<file path="src/rtl/writeback_stage.sv">
// writeback_stage: retires ALU results and aligned, extended loads into the register file,
// flagging misaligned/illegal loads and memory timeouts without writing.
module writeback_stage #(
  parameter int TIMEOUT = 255,
  parameter int CNT_W   = 8
) (
  input  logic        clock,
  input  logic        reset_n,
  input  logic        in_valid,
  output logic        in_ready,
  input  logic        RegWriteIn,
  input  logic        MemToReg,
  input  logic [4:0]  rd,
  input  logic [31:0] aluResult,
  input  logic [2:0]  funct3,
  output logic        mem_req,
  output logic [31:0] mem_addr,
  input  logic        mem_gnt,
  input  logic        mem_rvalid,
  input  logic [31:0] mem_rdata,
  output logic        RegWrite,
  output logic [4:0]  writeReg,
  output logic [31:0] writeData,
  output logic        err_misaligned,
  output logic        err_timeout
);
  typedef enum logic [1:0] {IDLE, REQ, WAIT, WRITE} state_t;
  state_t state_q, state_d;
  logic [CNT_W-1:0] cnt_q, cnt_d;
  logic [4:0] rd_q, rd_d, wreg_d;
  logic [2:0] f3_q, f3_d;
  logic [1:0] off_q, off_d;
  logic [31:0] addr_d, wdata_d, sh, load_data;
  logic req_d, wr_d, mis_d, to_d, accept, legal, aligned, got;
  assign in_ready = state_q == IDLE;
  assign accept = in_valid && in_ready;
  assign legal = funct3 inside {3'b000, 3'b001, 3'b010, 3'b100, 3'b101};
  assign aligned = funct3[1:0] == 2'b01 ? !aluResult[0] :
                   funct3[1:0] == 2'b10 ? aluResult[1:0] == 2'b00 : 1'b1;
  // rvalid only counts once the request has been granted
  assign got = mem_rvalid && (state_q == WAIT || mem_gnt);
  assign sh = mem_rdata >> {off_q, 3'b000};
  assign load_data = f3_q[1:0] == 2'b00 ? {{24{sh[7] & !f3_q[2]}}, sh[7:0]} :
                     f3_q[1:0] == 2'b01 ? {{16{sh[15] & !f3_q[2]}}, sh[15:0]} : mem_rdata;
  always_comb begin
    state_d = state_q;
    cnt_d = cnt_q;
    rd_d = rd_q;
    f3_d = f3_q;
    off_d = off_q;
    addr_d = mem_addr;
    wreg_d = writeReg;
    wdata_d = writeData;
    req_d = 1'b0;
    wr_d = 1'b0;
    mis_d = 1'b0;
    to_d = 1'b0;
    case (state_q)
      IDLE: if (accept && RegWriteIn) begin
        if (!MemToReg) begin
          state_d = WRITE;
          wr_d = rd != 5'd0;
          wreg_d = rd;
          wdata_d = aluResult;
        end else if (legal && aligned) begin
          state_d = REQ;
          rd_d = rd;
          f3_d = funct3;
          off_d = aluResult[1:0];
          addr_d = {aluResult[31:2], 2'b00};
          cnt_d = '0;
          req_d = 1'b1;
        end else begin
          mis_d = 1'b1;
        end
      end
      REQ, WAIT: if (got) begin
        state_d = WRITE;
        wr_d = rd_q != 5'd0;
        wreg_d = rd_q;
        wdata_d = load_data;
      end else if (cnt_q == CNT_W'(TIMEOUT - 1)) begin
        state_d = IDLE;
        to_d = 1'b1;
      end else begin
        cnt_d = cnt_q + 1'b1;
        state_d = (state_q == REQ && !mem_gnt) ? REQ : WAIT;
        req_d = state_q == REQ && !mem_gnt;
      end
      WRITE: state_d = IDLE;
    endcase
  end
  always_ff @(posedge clock or negedge reset_n) begin
    if (!reset_n) begin
      state_q <= IDLE;
      cnt_q <= '0;
      rd_q <= '0;
      f3_q <= '0;
      off_q <= '0;
      mem_req <= 1'b0;
      mem_addr <= '0;
      RegWrite <= 1'b0;
      writeReg <= '0;
      writeData <= '0;
      err_misaligned <= 1'b0;
      err_timeout <= 1'b0;
    end else begin
      state_q <= state_d;
      cnt_q <= cnt_d;
      rd_q <= rd_d;
      f3_q <= f3_d;
      off_q <= off_d;
      mem_req <= req_d;
      mem_addr <= addr_d;
      RegWrite <= wr_d;
      writeReg <= wreg_d;
      writeData <= wdata_d;
      err_misaligned <= mis_d;
      err_timeout <= to_d;
    end
  end
endmodule

</file>
<file path="config.mk">
export PLATFORM = sky130hd
export DESIGN_NAME = writeback_stage
export DESIGN_NICKNAME = d
export VERILOG_FILES = /design/src/rtl/writeback_stage.sv
export SDC_FILE = /design/constraint.sdc
export NUM_CORES = 1
export LEC_CHECK = 0
export ABC_AREA = 1
export CELL_PAD_IN_SITES_DETAIL_PLACEMENT = 2
export CELL_PAD_IN_SITES_GLOBAL_PLACEMENT = 2
export CORE_UTILIZATION = 35
export DETAILED_ROUTE_END_ITERATION = 8
export DONT_BUFFER_PORTS = 1
export PLACE_DENSITY = 0.87
export SLEW_MARGIN = 15
export SYNTH_ARGS = -nofsm -noshare
export SYNTH_HDL_FRONTEND = slang
export SYNTH_SLANG_ARGS = --single-unit
</file>
<file path="constraint.sdc">
create_clock -name clock -period 2.4 [get_ports clock]
set_clock_uncertainty 0.1 [all_clocks]
set_input_delay 0.24 -clock clock [delete_from_list [all_inputs] [get_ports clock]]
set_output_delay 0.24 -clock clock [all_outputs]
set_load 0.03 [all_outputs]
</file>
==> summary.md <==
| Metric | Value |
|---|---|
| Area contributors post-synth | dfrtp_1 (45%), nand2_1 (20%), o21ai_0 (7.2%) |
| Die Footprint | 14,900 µm² |
| RSZ-0062 raised after global routing | no |
| Largest area contributor in the netlist | dfrtp_1 |
| Worst path required time | between 2 and 3 ns |
| Number of routed nets with antenna violations | 0 |
| Register area | 2280 µm² |
| Main combinational cell family by area after synthesis | simple AND/OR/NAND/NOR gates |
| # DRC | 0 |
| Worst vdd ir | slightly below 700 µV |
| CTS tree | yes |
| Failing checks | hold timing |
| Multiplexer area fraction after synthesis | 0% |
| Max Cap Viol | 0 |
| Slowest CP cell | dfrtp_1 |
| Clock tree sinks | 91 |
| CP Data Arrival Time | approximately 2.3 ns |
| # rows | 43 |
| Nets@finish | about 780 |
| Root buf cell | clkbuf_16 |
| Final Hold Fails | just over 90 |
| R2r setup slk | roughly 0.20 ns |
| Avg Vias per Cell | ~5.3 |
| I/O Buffers | 0 |
| TritonCTS Buffers | 9 |
| Final WL | roughly 18,000 µm |
| YS warnings | 0 |
| CP delay by family, top | compound AO/OA/AOI/OAI gates |
| Total chip power | about 10000 µW |
| Post-synth cell types | 28 |
| H-tree depth | 3 |
| Critical path class | flip-flop to flip-flop |
| First-pass GRT wire length | 28,200 µm |
| Skew-Pair Late Insertion Delay | 0.35 ns |
| EDFF count, synth | 0 |
| Setup_tns | 0 ns |
| Initial Util | a little over a third |
| # hold bufs at CTS | 21 |
| Leakage | 0.00293 µW |
| CP Launch Type | flip-flop |
| Clk slew on worst S/H paths | roughly 0.08 ns |
| Share of the synthesized area in the top cell type | 45.2% |
| GP Congestion | about 0.82 |
| Mapped Area | approximately 5000 µm² |
| Total gr overflow | 0 |
| Measured slew at the worst slew-check pin | approximately 0.53 ns |
| Avg Inst Size Synth | roughly 7.3 µm² |
| Vias in the first global route | roughly 5.2k |
| Multi-input gate area | around 2300 µm² |
| Initial antenna violation count | 0 |
| Final setup fails | 0 |
| Crit end category | flip-flop |
| Detailed Place HPWL | 12,700 µm |
| Gr usage total | approximately 25% |
| Layout cells sized above 1 | a little over 9% |
| Area grow syn2layout | 12.8% |
| Die width | 122 µm |
| Flops & latches, synth | 91 |
| N_diodes | 0 |
| Simple logic cell fraction of the synthesized area | between 20% and 30% |
| CP cell instances | inv_1, ha_1, o21ai_0, nand2_1, nand2_2, buf_12, a21oi_1, o21ai_0, nand2_1 |
| Worst hold path class | primary input to async pin |
| Post-synthesis compound-gate area fraction | 15.9% |
| DR WL/cell | 20.7 µm |
| Core area | ~14,000 µm² |
| Synth Area in Adders | under 10% |
| Die Ht | between 100 and 150 µm |
| F_max | about 450 MHz |
| Status | finished with violations |
| I/O Pins | 153 |
| Drt first pass iters | 4 |
| Final Slew Violations | 0 |
| Drt initial violations | 194 |
| Clock buffer depth | 2 |
| Pwr dens | approximately 1700 nW/µm² |
| FFs w/ async S/R, synth | between 90% and 100% |
| Largest net degree at the start of global routing | 92 |
| Buf+Inv Stages, Crit Path | 2 |
| Fillers | 1,609 |
| Part of the cycle the worst path needs | approximately nine tenths |
| Rel. slew slack | 64.5% |
| Synth Instances | a little under 700 |
| Final Critical Period | 2.20 ns |
| Via Count | around 4.7k |
| Post-CTS Setup Bufs | 0 |
| Max incr delay on CP | 0.44 ns |
| Ys flop type | dfrtp_1 |
| Register area share after synthesis | between 40% and 50% |
| Crit path max fanout | 45 |
| Worst hold slack | -0.516 ns |
| XOR/XNOR share of the synthesized area | 0.522% |
## power by group
group          switching (µW)  leakage, µW  internal, µW
combinational            3140      0.00162          1450
clock                     634     0.000148           785
sequential               1680      0.00116          2230
total                    5460      0.00293          4460
## area by class of cell
type                            instances  area share [%]
Inverter                               69            4.60
Timing Repair Buffer                   30            5.40
Tap cell                              180            3.96
Sequential cell                        91            40.1
Multi-Input combinational cell        496            40.9
Clock inverter                          4           0.418
Clock buffer                           12            4.69
## worst register-to-register path, cell delays in order (launching register included)
cell	delay, ns
dfrtp_1	0.44
inv_1	0.12
ha_1	0.20
o21ai_0	0.31
nand2_1	0.21
nand2_2	0.16
buf_12	0.24
a21oi_1	0.12
o21ai_0	0.11
nand2_1	0.08
## worst paths after layout
kind                            cells after the start        from             to
worst max-delay path                                9  state_q[0]  writeData[18]
worst min register to register                      2     f3_q[0]        f3_q[0]
min in group clock                                  2       rd[1]        rd_q[1]
max in group asynchronous                           0     reset_n     state_q[0]
worst max register to register                      9  state_q[0]  writeData[18]
worst min-delay path                                0     reset_n       cnt_q[1]
## synthesized netlist by cell type (2+ instances only)
master,number
a21oi_1,31
a21oi_2,21
buf_2,15
buf_4,4
buf_6,4
clkbuf_1,10
dfrtp_1,91
ha_1,8
inv_1,66
inv_2,2
nand2_1,267
nand2_2,3
nand3_1,28
nand3_2,3
nand4_1,3
nor2_1,28
nor2_2,2
nor2_4,2
nor3_1,3
o211ai_1,2
o21ai_0,72
o21ai_1,15
xor2_1,3
## metal layers
layer / track usage [%] / wire length [µm] / vias to the layer above
met5: 0 / 0 / -
met4: 8.80 / 411 / 0
met3: 8.90 / 1530 / 24
met2: 44.1 / 9130 / 143
met1: 28.3 / 7170 / 2352
li1: - / - / 2176
## stage by stage
stage / hold WS (ns) / instance area, µm² / worst slack (ns) / utilization [%] / std cells
finish: -0.516 / 5680 / 0.197 / 40.8 / 882
global route: -0.533 / 5680 / 0.0167 / 40.8 / 882
CTS: -0.528 / 5670 / 0.0452 / 40.7 / 882
detailed placement: -0.154 / 5170 / 0.0270 / 37.1 / 845
global placement: -0.154 / 5170 / 0.249 / 37.1 / 845
floorplan: -0.156 / 5040 / 0.408 / - / 689
## sequential cells by signal, summed over array words and instances (netlist names)
register / cells
RegWrite: 1
cnt_q: 8
err_misaligned: 1
err_timeout: 1
f3_q: 3
mem_addr: 30
mem_req: 1
off_q: 2
rd_q: 5
state_q: 2
writeData: 32
writeReg: 5
## kinds of logic after synthesis
family                     Yosys count
buffers and inverters              102
AOI/OAI and AO/OA                  142
adders and majority gates            8
and+or+nand+nor                    341
other                                1
DFF                                 91
xor gates and xnor gates             3
## placed cells by master (no fill, tap or decap), drive strengths merged
cell type	netlist	final
nand2	270	270
dfrtp	91	91
o21ai	88	88
inv	69	69
a21oi	52	52
nor2	32	32
nand3	31	31
dlygate4sd3	0	21
clkbuf	10	12
buf	23	9
ha	8	8
nor3	4	4
clkinv	0	4
nand4	3	3
xor2	3	3
o211ai	2	2
conb	1	2
or2	1	1
## repair_timing
item	CTS	global route
resized for setup	0	3
setup endpoints to repair	0	45
endpoints found under the hold margin	111	91
(Power assumes the default switching activity.)
